### src/rtl/load_store_unit.sv
// load_store_unit: single-outstanding load/store initiator for the byte-addressed
// data memory. Issues one word read or one sized write per request, formats load
// data (big-endian byte/halfword extract, sign/zero extend, lwl/lwr merge) and
// returns a one-cycle response carrying either the result or an error flag.
module load_store_unit #(
  parameter int ADDR_BITS = 16
) (
  input  logic        clk,
  input  logic        rst,
  input  logic        req_valid,
  output logic        req_ready,
  input  logic [3:0]  req_op,
  input  logic [31:0] req_addr,
  input  logic [31:0] req_wdata,
  output logic        resp_valid,
  output logic [31:0] resp_data,
  output logic        resp_error,
  output logic [31:0] mem_address,
  output logic [31:0] mem_data,
  output logic [1:0]  mem_readMode,
  output logic [1:0]  mem_writeMode,
  input  logic [31:0] mem_dataOutput
);

  typedef enum logic [2:0] {
    S_IDLE = 3'd0,
    S_RD   = 3'd1,
    S_WT   = 3'd2,
    S_WR   = 3'd3,
    S_RESP = 3'd4
  } state_t;

  localparam logic [3:0] OP_LB  = 4'd0;
  localparam logic [3:0] OP_LBU = 4'd1;
  localparam logic [3:0] OP_LH  = 4'd2;
  localparam logic [3:0] OP_LHU = 4'd3;
  localparam logic [3:0] OP_LW  = 4'd4;
  localparam logic [3:0] OP_LWL = 4'd5;
  localparam logic [3:0] OP_LWR = 4'd6;
  localparam logic [3:0] OP_SB  = 4'd8;
  localparam logic [3:0] OP_SH  = 4'd9;
  localparam logic [3:0] OP_SW  = 4'd10;

  state_t state_q, state_d;

  // Request fields captured at acceptance; only meaningful while busy, so unreset.
  logic [3:0]  op_q;
  logic [31:0] addr_q;
  logic [31:0] wdata_q;

  logic        resp_valid_q, resp_valid_d;
  logic [31:0] resp_data_q, resp_data_d;
  logic        resp_error_q, resp_error_d;
  logic [31:0] mem_address_q, mem_address_d;
  logic [31:0] mem_data_q, mem_data_d;
  logic [1:0]  mem_read_mode_q, mem_read_mode_d;
  logic [1:0]  mem_write_mode_q, mem_write_mode_d;

  logic        accept;
  logic        is_load;
  logic        is_store;
  logic        req_err;

  logic [1:0]  k;
  logic [31:0] w_shl;
  logic [31:0] w_shr;
  logic [31:0] lwl_mask;
  logic [31:0] lwr_mask;
  logic [7:0]  sel_byte;
  logic [15:0] sel_half;
  logic [31:0] load_result;

  // Classify the incoming request and detect alignment/range/op errors.
  always_comb begin
    accept   = req_valid && (state_q == S_IDLE);
    is_load  = (req_op <= OP_LWR);
    is_store = (req_op == OP_SB) || (req_op == OP_SH) || (req_op == OP_SW);
    req_err  = 1'b0;
    if (!is_load && !is_store) req_err = 1'b1;
    if (((req_op == OP_LH) || (req_op == OP_LHU) || (req_op == OP_SH)) && req_addr[0])
      req_err = 1'b1;
    if (((req_op == OP_LW) || (req_op == OP_SW)) && (req_addr[1:0] != 2'b00))
      req_err = 1'b1;
    if ((req_addr >> ADDR_BITS) != 32'd0) req_err = 1'b1;
  end

  // Big-endian load formatting of the returned word (offset k = addr[1:0]).
  always_comb begin
    k        = addr_q[1:0];
    // Left-shifting by 8k brings byte/halfword at offset k to the top of the word.
    w_shl    = mem_dataOutput << {k, 3'b000};
    // Right shift by 8*(3-k); {~k,000} equals 24-8k.
    w_shr    = mem_dataOutput >> {~k, 3'b000};
    lwl_mask = ~(32'hFFFF_FFFF << {k, 3'b000});
    lwr_mask = ~(32'hFFFF_FFFF >> {~k, 3'b000});
    sel_byte = w_shl[31:24];
    sel_half = w_shl[31:16];
    case (op_q)
      OP_LB:   load_result = {{24{sel_byte[7]}}, sel_byte};
      OP_LBU:  load_result = {24'd0, sel_byte};
      OP_LH:   load_result = {{16{sel_half[15]}}, sel_half};
      OP_LHU:  load_result = {16'd0, sel_half};
      OP_LW:   load_result = mem_dataOutput;
      OP_LWL:  load_result = w_shl | (wdata_q & lwl_mask);
      OP_LWR:  load_result = w_shr | (wdata_q & lwr_mask);
      default: load_result = 32'd0;
    endcase
  end

  // State register.
  always_ff @(posedge clk or negedge rst) begin
    if (!rst) state_q <= S_IDLE;
    else      state_q <= state_d;
  end

  // Next-state logic.
  always_comb begin
    state_d = state_q;
    case (state_q)
      S_IDLE: begin
        if (accept) begin
          if (req_err)      state_d = S_RESP;
          else if (is_load) state_d = S_RD;
          else              state_d = S_WR;
        end
      end
      S_RD:    state_d = S_WT;
      S_WT:    state_d = S_RESP;
      S_WR:    state_d = S_RESP;
      S_RESP:  state_d = S_IDLE;
      default: state_d = S_IDLE;
    endcase
  end

  // Output logic: values for the registered outputs in the cycle after this edge.
  always_comb begin
    resp_valid_d     = 1'b0;
    resp_data_d      = 32'd0;
    resp_error_d     = 1'b0;
    mem_address_d    = 32'd0;
    mem_data_d       = 32'd0;
    mem_read_mode_d  = 2'd0;
    mem_write_mode_d = 2'd0;
    case (state_q)
      S_IDLE: begin
        if (accept) begin
          if (req_err) begin
            resp_valid_d = 1'b1;
            resp_error_d = 1'b1;
          end else if (is_load) begin
            mem_read_mode_d = 2'd3;
            mem_address_d   = {req_addr[31:2], 2'b00};
          end else begin
            // SB/SH/SW encode as 8/9/10, so the low bits plus one give the size.
            mem_write_mode_d = req_op[1:0] + 2'd1;
            mem_address_d    = req_addr;
            mem_data_d       = req_wdata;
          end
        end
      end
      S_WT: begin
        resp_valid_d = 1'b1;
        resp_data_d  = load_result;
      end
      S_WR: begin
        resp_valid_d = 1'b1;
      end
      default: ;
    endcase
  end

  // Registered outputs, cleared asynchronously so an in-flight write is dropped.
  always_ff @(posedge clk or negedge rst) begin
    if (!rst) begin
      resp_valid_q     <= 1'b0;
      resp_data_q      <= 32'd0;
      resp_error_q     <= 1'b0;
      mem_address_q    <= 32'd0;
      mem_data_q       <= 32'd0;
      mem_read_mode_q  <= 2'd0;
      mem_write_mode_q <= 2'd0;
    end else begin
      resp_valid_q     <= resp_valid_d;
      resp_data_q      <= resp_data_d;
      resp_error_q     <= resp_error_d;
      mem_address_q    <= mem_address_d;
      mem_data_q       <= mem_data_d;
      mem_read_mode_q  <= mem_read_mode_d;
      mem_write_mode_q <= mem_write_mode_d;
    end
  end

  // Capture the request fields at acceptance.
  always_ff @(posedge clk) begin
    if (accept) begin
      op_q    <= req_op;
      addr_q  <= req_addr;
      wdata_q <= req_wdata;
    end
  end

  assign req_ready     = (state_q == S_IDLE);
  assign resp_valid    = resp_valid_q;
  assign resp_data     = resp_data_q;
  assign resp_error    = resp_error_q;
  assign mem_address   = mem_address_q;
  assign mem_data      = mem_data_q;
  assign mem_readMode  = mem_read_mode_q;
  assign mem_writeMode = mem_write_mode_q;

endmodule
### config.mk
export PLATFORM = sky130hd
export DESIGN_NAME = load_store_unit
export DESIGN_NICKNAME = d
export VERILOG_FILES = /design/src/rtl/load_store_unit.sv
export SDC_FILE = /design/constraint.sdc
export NUM_CORES = 1
export LEC_CHECK = 0
export CAP_MARGIN = 20
export CORE_MARGIN = 5
export CORE_UTILIZATION = 63
export CTS_CLUSTER_SIZE = 28
export DETAILED_ROUTE_END_ITERATION = 12
export DONT_BUFFER_PORTS = 1
export PLACE_DENSITY = 0.83
export RECOVER_POWER = 100
export SETUP_SLACK_MARGIN = 0.05
export SLEW_MARGIN = 5
export SYNTH_ARGS = -nofsm -noshare
export SYNTH_HDL_FRONTEND = slang
export SYNTH_SLANG_ARGS = --single-unit
### constraint.sdc
create_clock -name clk -period 2.1 [get_ports clk]
set_input_delay 0 -clock clk [delete_from_list [all_inputs] [get_ports clk]]
set_output_delay 0 -clock clk [all_outputs]
set_load 0.05 [all_outputs]
==> results of run 1 <==
## area by class of cell
cell class / instances / share of cell area, %
well taps: 133 / 2.067
multi-input cells: 319 / 29.06
clock inverters: 9 / 1.134
flip-flops and latches: 142 / 46.50
repair buffers: 116 / 14.37
inverters: 4 / 0.2331
diodes: 1 / 0.03108
clock buffers: 23 / 6.605
## registers in the layout, indices dropped and copies added (netlist names)
register / flops
addr_q: 2
mem_address: 32
mem_data: 32
mem_readMode: 1
mem_writeMode: 2
op_q: 4
resp_data: 32
resp_error: 1
resp_valid: 1
state_q: 3
wdata_q: 32
## worst max-delay path: cells and delay by family
family,cells,cell delay [ns]
buffers and inverters,3,1.35
and+or+nand+nor,5,1.07
## cell usage in the layout (no fill, tap or decap), drive strengths merged, types with 7 or more instances in the layout
master / synthesis / routed
a311oi: 8 / 8
mux4: 16 / 16
nand2b: 10 / 10
clkbuf: 11 / 26
a211oi: 15 / 15
buf: 26 / 20
a221oi: 8 / 8
dfrtp: 104 / 104
nor3: 7 / 7
nor4: 7 / 7
dlygate4sd3: 0 / 93
nor2: 25 / 25
and3: 36 / 36
nor2b: 12 / 12
a22oi: 7 / 7
and2: 16 / 16
conb: 1 / 16
edfxtp: 38 / 38
nand2: 25 / 25
a21oi: 51 / 51
a222oi: 16 / 16
mux2i: 16 / 16
mux2: 7 / 7
## cell usage after synthesis (12+ instances only)
| cell type | instances | area share, % |
|---|---|---|
| a211oi_1 | 15 | 1.8 |
| dfrtp_1 | 104 | 42 |
| buf_2 | 18 | 1.4 |
| and2_1 | 13 | 1.3 |
| and3_1 | 35 | 3.5 |
| nor2_1 | 24 | 1.4 |
| a222oi_1 | 16 | 2.6 |
| nand2_1 | 25 | 1.5 |
| mux4_2 | 16 | 5.8 |
| nor2b_1 | 12 | 1.2 |
| a21oi_1 | 51 | 4.1 |
| mux2i_1 | 16 | 2.6 |
| edfxtp_1 | 38 | 18 |
## cells by family after synthesis
family	Yosys count
DFF	142
other	1
buffers and inverters	41
muxes	39
and+or+nand+nor	147
adders and majority gates	4
AOI/OAI and AO/OA	113
## routing by layer
metal  part of all wire [%]  track usage [%]
met5                      0                0
met2                     50            51.74
met3                     12            8.808
met4                    3.5            13.45
met1                     34            39.75
## through the flow
step | hold WS, ns | power [mW] | setup TNS [ns]
after floorplan | -0.2956 | 3.351 | 0
after global placement | -0.2924 | 3.433 | 0
after detailed placement | -0.2933 | 3.445 | -0.07981
after CTS | -0.8488 | 6.651 | 0
after global routing | -0.8564 | 6.846 | 0
final | -0.8267 | 6.648 | 0
## power breakdown
group | switching, mW | internal, mW
Combinational | 0.295 | 0.288
Clock | 1.15 | 1.90
Sequential | 0.109 | 2.91
Total | 1.55 | 5.10
## path summary, 6_finish.rpt
kind                                        endpoint  slack, ns  cells after the start
min                           mem_data[15]$_DFF_PN0_      -0.83                      0
max reg2reg                  resp_data[21]$_DFF_PN0_       0.15                      6
max in group asynchronous    resp_data[14]$_DFF_PN0_       2.75                      0
max                        mem_address[14]$_DFF_PN0_       0.12                      8
min reg2reg                   state_q[1]$_DFFE_PN0P_       0.58                      1
min in group clk              resp_data[6]$_DFF_PN0_       0.04                      5
## what timing repair did
| action | in CTS | in global routing |
|---|---|---|
| pin swaps | 0 | 1 |
| gates resized for setup | 1 | 12 |
| endpoints found under the hold margin | 230 | 104 |
| cloned | 0 | 1 |
| endpoints found under the setup margin | 17 | 76 |
| setup buffers | 0 | 2 |
==> results.yml, run 1 <==
finish:
  finalInstanceArea_um2: 8051
  drive_above_1_share_pct: 15.01
  seq_area_um2: 3744
  fin_nets: 707
  multi_input_area_um2: 2340
  fillers: 526
  fin_cells: 747
  final_util_pct: 83.14
  syn_to_final_growth_pct: 29.50
clock_network:
  htreeDepth: 4
  cts_max_path_buffers: 2
  cts_sinks: 142
  clk_pin_slew_ns: 0.06
  tritoncts: "yes"
  clockRootBuffer: "clkbuf_8"
  cts_buffers: 17
  insertion_delay_ns: 0.52
  holdBufCountCts: 93
die:
  die_area_um2: 11960
  ios: 206
  floorplan.rows: 36
  core_area_um2: 9684
  die_w_um: 109.3
  die_h_um: 109.3
  start_util_pct: 64.20
critical_path:
  end_kind: "flip-flop"
  critical_path.startpoint: "req_addr[28]"
  critical_path_class: "primary input to flip-flop"
  r2r_start: "op_q[0]$_DFFE_PP_"
  crit_chain: "dlygate4sd3_1, nor4_1, dlygate4sd3_1, nand4_1, or3_4, nor3_4, buf_8, and2_0"
  cp_data_arrival_time_ns: 2.42
  path_max_fanout: 29
  worstPathRequired_ns: 2.54
  slowest_delay_ns: 0.59
  crit_top_cell: "dlygate4sd3_1"
  crit_path_start_kind: "primary input"
  slowest_stage: "dlygate4sd3_1"
placement:
  dp_cells: 618
  placed_area_um2: 6427
  io_buffers: 0
  dp_worst_setup_slack_ns: -0.02621
  gp_congestion: 0.8816
  hpwlAfterDp_um: 10860
global_routing:
  gr-total-overflow: 0
  grt_pass1_wl_um: 27650
  antenna_found_initial: 1
  grt_max_degree: 105
  track_usage_pct: 31.60
  grt_pass1_vias: 4915
synthesis:
  syn_inst: 487
  synth-seq-cells: 142
  synth_area_per_cell_um2: 12.77
  yosys_warnings: 0
  synth_mux_area_share_pct: 9.640
  synth-xor-area-share_pct: 0
  ys_seq_area_share_pct: 60.21
  synth_top_family_by_area: "simple AND/OR/NAND/NOR gates"
  yosys.area_share.simple_pct: 13.22
  yosysUniqueCellTypes: 44
  synth-async-reset-ratio_pct: 73.24
  synth_compound_area_share_pct: 12.44
  netlist_area_um2: 6217
  synth_edf_count: 38
  synthAdderAreaFrac_pct: 0.8050
  synth_flop_cell: "dfrtp_1"
detailed_routing:
  drt-wirelength-per-cell_um: 24.93
  ant_nets: 0
  drtIter0Drc: 736
  vias: 4963
  firstDrtPassIters: 12
  wl_um: 18620
  routed_via_density: 6.644
  route.detailed.drc: 0
power:
  irDropWorstVdd_mv: 1.050
  powerDensity_nw_per_um2: 825.7
  p_leak_nw: 3.484
sta:
  tightest_slew_ns: 1.067
  fin_crit_ns: 1.984
  setup_viol: 0
  finalCritPeriodShare_pct: 94.46
  skew_ns: 0.01115
  hold_viol_final: 104
  rsz0062_at_grt: "true"
  slew_violations: 0
  fmax_mhz: 504.1
  max_slew_margin_pct: 28.85
  hold_slack_ns: -0.8267
  worst_slack_ns: 0.1163
hold_path:
  min_path_type: "primary input to async pin"
outcome:
  violations: "negative hold slack"
  status: "finished, violations left"
flow_run:
  maxCapViolCount: 0
Power figures use the tool's default switching activity.
==> inputs of run 2 (changes only) <==
Settings changed: ABC_AREA set to 1, CORE_UTILIZATION 63 to 64, PLACE_DENSITY 0.83 to 0.84.
==> results.yml, run 2 <==
outcome:
  status: "finished, violations left"
  violations: "negative hold slack, negative setup slack"
synthesis:
  syn_inst: 816
  synth_edf_count: 38
  netlist_area_um2: 6857
  yosysMostFrequentCell: "nand2_1"
  yosys_warnings: 0
  synth_flop_cell: "dfrtp_1"
  synth_top_family_by_area: "simple AND/OR/NAND/NOR gates"
  synth-async-reset-ratio_pct: 73.24
  synthTopCellsByArea: "dfrtp_1, edfxtp_1, nand2_1"
  synthAdderAreaFrac_pct: 0.7299
  yosysUniqueCellTypes: 34
  synth-seq-cells: 142
  synth_compound_area_share_pct: 6.259
  ys_top_cells_by_count: "nand2_1, nor2_1, dfrtp_1"
  synth-xor-area-share_pct: 0
  yosys.area_share.simple_pct: 29.82
  synth_area_per_cell_um2: 8.403
  synth.top_cell.area_share_pct: 37.96
  ys_seq_area_share_pct: 54.60
  synth_top_cell_by_area: "dfrtp_1"
  synth_mux_area_share_pct: 0
global_routing:
  gr-total-overflow: 0
  grt_pass1_vias: 6756
  grt_max_degree: 105
  antenna_found_initial: 2
  grt_pass1_wl_um: 37580
  track_usage_pct: 38.41
sta:
  setup_viol: 22
  fin_crit_ns: 2.223
  worst_slack_ns: -0.1231
  fmax_mhz: 449.8
  finalCritPeriodShare_pct: 105.9
  skew_ns: 0.01874
  slew_violations: 0
  hold_viol_final: 104
  hold_slack_ns: -0.8306
  max_slew_margin_pct: 40.99
  tightest_slew_ns: 0.8858
  rsz0062_at_grt: "true"
die:
  start_util_pct: 66.12
  die_h_um: 113.5
  core_area_um2: 10370
  floorplan.rows: 37
  ios: 206
  die_w_um: 113.5
  die_area_um2: 12880
clock_network:
  clk_pin_slew_ns: 0.07
  clockRootBuffer: "clkbuf_8"
  htreeDepth: 4
  cts_max_path_buffers: 2
  insertion_delay_ns: 0.53
  cts_buffers: 17
  tritoncts: "yes"
  cts_sinks: 142
  holdBufCountCts: 106
finish:
  syn_to_final_growth_pct: 29.31
  layout_commonest_cell: "nand2_1"
  fillers: 539
  fin_nets: 1062
  finalInstanceArea_um2: 8866
  final_cell_mix: "nand2_1, nor2_1, dlygate4sd3_1, dfrtp_1, inv_1"
  fin_cells: 1106
  drive_above_1_share_pct: 11.88
critical_path:
  worstPathRequired_ns: 2.52
  critical_path.startpoint: "req_addr[21]"
  critical_path_class: "primary input to flip-flop"
  end_kind: "flip-flop"
  path_max_fanout: 37
  crit_path_start_kind: "primary input"
  cp_data_arrival_time_ns: 2.64
  r2r_start: "addr_q[0]$_DFFE_PP_"
hold_path:
  min_path_type: "primary input to async pin"
detailed_routing:
  vias: 6964
  ant_nets: 0
  wl_um: 26910
  drtIter0Drc: 1156
  route.detailed.drc: 0
  firstDrtPassIters: 8
  drt-wirelength-per-cell_um: 24.33
  routed_via_density: 6.297
flow_run:
  maxCapViolCount: 0
power:
  powerDensity_nw_per_um2: 786.9
  total_power_mw: 6.977
  irDropWorstVdd_mv: 0.6152
  p_leak_nw: 4.343
placement:
  placed_area_um2: 6985
  gp_congestion: 0.9378
  io_buffers: 0
  hpwlAfterDp_um: 13800
  dp_cells: 947
-- run 2: cell count changes after synthesis, moves of 33 or more --
cell / previous run / this run
nand2_1: 25 / 252
nand3_1: 1 / 66
nor2_1: 24 / 106
and3_1: 35 / 0
o21ai_0: 2 / 35
inv_1: 4 / 84
-- run 2: what timing repair did --
item	CTS	global route
resized for setup	0	17
setup buffers	0	18
hold endpoints to repair	253	104
setup endpoints to repair	0	33
-- run 2: stage by stage --
stage	setup slack, ns	util, %	TNS [ns]
global route	-0.1298	85.50	-2.050
floorplan	0.3976	-	0
CTS	0.07559	83.57	0
global placement	0.3117	67.36	0
finish	-0.1231	85.50	-0.8357
detailed placement	0.2983	67.36	0
-- run 2: worst max-delay path, cell delays in order --
cell and delay (ns):
dlygate4sd3_1 0.54, nor2_1 0.12, dlygate4sd3_1 0.60, nand2_1 0.10, nor2_1 0.16, nand2_1 0.15, nor2_2 0.17, nand3_4 0.43
nor2_1 0.37
-- run 2: layout make-up --
cell class | count | area, um2 | share of cell area, %
clock inverter | 13 | 155.1 | 1.750
tap | 136 | 170.2 | 1.919
inverter | 90 | 352.8 | 3.980
antenna | 2 | 5.005 | 0.05645
multi-input combinational | 565 | 2592 | 29.24
sequential | 142 | 3744 | 42.22
timing repair buffer | 139 | 1383 | 15.59
clock buffer | 19 | 464.2 | 5.236
-- run 2: power by group --
| part | switching, mW | internal (mW) |
|---|---|---|
| Combinational | 0.480 | 0.300 |
| Sequential | 0.106 | 2.91 |
| Clock | 1.40 | 1.79 |
-- run 2: cell families after synthesis --
family,after synthesis
buffers and inverters,124
AND/OR/NAND/NOR,469
other,1
AO/OA/AOI/OAI,76
flip-flops,142
adder cells (fa/ha/maj),4
-- run 2: metal layers --
layer	global-route usage, %	vias to the layer above	share of wire (%)
met1	44.38	3201	32
met5	0	-	0
li1	-	2818	-
met4	20.99	0	8.3
met3	10.82	206	13
met2	64.63	739	47
-- run 2: path summary, 6_finish.rpt --
check	end	slack [ns]	cells after the start
min in group clk	resp_data[23]$_DFF_PN0_	0.08	6
hold / removal	resp_data[29]$_DFF_PN0_	-0.83	0
setup / recovery	mem_writeMode[0]$_DFF_PN0_	-0.12	9
max in group asynchronous	resp_data[1]$_DFF_PN0_	2.80	0
setup reg to reg	resp_data[15]$_DFF_PN0_	-0.08	8
hold reg to reg	resp_data[5]$_DFF_PN0_	0.57	4
==> inputs of run 3 (changes only) <==
Settings changed: CORE_UTILIZATION 64 to 55, PLACE_DENSITY 0.84 to 0.74, SKIP_LAST_GASP set to 1.
==> results.yml, run 3 (same netlist as run 2, synthesis figures left out) <==
clock_network:
  clk_pin_slew_ns: 0.07
  cts_sinks: 142
  cts_max_path_buffers: 2
  ctsResizeCount: 0
  htreeDepth: 4
  clockRootBuffer: "clkbuf_16"
  postCtsSetupBuffers: 0
  insertion_delay_ns: 0.43
  cts_buffers: 17
  tritoncts: "yes"
  holdBufCountCts: 84
global_routing:
  grt_pass1_vias: 5967
  track_usage_pct: 29.85
  gr-total-overflow: 0
  antenna_found_initial: 1
  grt_max_degree: 105
  grt_pass1_wl_um: 33410
sta:
  fin_tns_setup_ns: 0
  hold_slack_ns: -0.7336
  fin_crit_ns: 1.883
  rsz0062_at_grt: "false"
  max_slew_margin_pct: 41.39
  skew_ns: 0.01145
  slew_violations: 0
  fmax_mhz: 531.1
  tightest_slew_ns: 0.8798
  hold_viol_final: 104
  setup_viol: 0
  finalCritPeriodShare_pct: 89.65
detailed_routing:
  drtIter0Drc: 601
  route.detailed.drc: 0
  firstDrtPassIters: 6
  vias: 5977
  wl_um: 21580
  ant_nets: 0
  drt-wirelength-per-cell_um: 19.67
  routed_via_density: 5.448
outcome:
  status: "finished, violations left"
  violations: "negative hold slack"
critical_path:
  critical_path.startpoint: "addr_q[0]$_DFFE_PP_"
  critical_path_class: "flip-flop to flip-flop"
  crit_path_start_kind: "flip-flop"
  slowest_stage: "edfxtp_1"
  crit_chain: "buf_4, nor2_4, inv_1, o21ai_4, nand2_1, nand2_1, nor2_1, nor2_1"
  worstPathRequired_ns: 2.45
  r2r_start: "addr_q[0]$_DFFE_PP_"
  slowest_delay_ns: 0.51
  cp_data_arrival_time_ns: 2.23
  cp_top_family: "simple AND/OR/NAND/NOR gates"
  crit_buf_inv: 2
  path_max_fanout: 29
  end_kind: "flip-flop"
die:
  die_area_um2: 14800
  start_util_pct: 56.61
  die_h_um: 121.7
  die_w_um: 121.7
  floorplan.rows: 40
  core_area_um2: 12110
  ios: 206
finish:
  drive_above_1_share_pct: 8.836
  syn_to_final_growth_pct: 23.30
  fin_nets: 1022
  finalInstanceArea_um2: 8454
  final_cell_mix: "nand2_1, nor2_1, dfrtp_1"
  fillers: 938
  layout_commonest_cell: "nand2_1"
  seq_area_um2: 3744
  multi_input_area_um2: 2547
power:
  total_power_mw: 6.708
  p_leak_nw: 4.112
  irDropWorstVdd_mv: 0.6895
  powerDensity_nw_per_um2: 793.4
hold_path:
  min_path_type: "primary input to async pin"
flow_run:
  maxCapViolCount: 0
placement:
  io_buffers: 0
  hpwlAfterDp_um: 13570
  gp_congestion: 0.9427
  placed_area_um2: 7046
## run 3: final timing paths
kind	endpoint	slack (ns)	cells past startpoint
worst min register to register	state_q[1]$_DFFE_PN0P_	0.56	3
worst max register to register	resp_data[3]$_DFF_PN0_	0.22	8
worst min-delay path	resp_data[0]$_DFF_PN0_	-0.73	0
worst max-delay path	resp_data[3]$_DFF_PN0_	0.22	8
min in group clk	resp_data[24]$_DFF_PN0_	0.01	6
max in group asynchronous	resp_data[21]$_DFF_PN0_	2.62	0
## run 3: cell type report
type,count,area share (%)
diodes,1,0.02960
clock buffers,17,5.032
clock inverters,15,2.294
inverters,90,4.025
multi-input cells,565,30.13
flip-flops and latches,142,44.28
well taps,168,2.486
repair buffers,99,11.72
## run 3: worst reg2reg max path: cells and delay by family, from the launching register on
kind	cells	cell delay, ns
compound gates	1	0.33
buf+inv	2	0.44
flops	1	0.51
simple gates	5	0.54
## run 3: metrics by stage
stage	cells	worst slack, ns	util, %
final	1097	0.2173	69.80
after global routing	1097	0.05349	69.80
after CTS	1096	0.2424	70.23
after detailed placement	980	0.2622	58.17
after global placement	980	0.3331	58.17
after floorplan	831	0.3976	-
## run 3: power by group
part           internal (mW)  leakage (nW)  total [mW]  switching (mW)
Clock                   1.62         0.300        3.07            1.44
Combinational          0.249          2.04       0.633           0.384
Sequential              2.91          1.77        3.01           0.101
## run 3: routing by layer
layer,GRT usage [%],routed length [um]
met2,47.25,10200
met4,13.03,815
met1,38.44,8597
met3,8.542,1971
met5,0,0
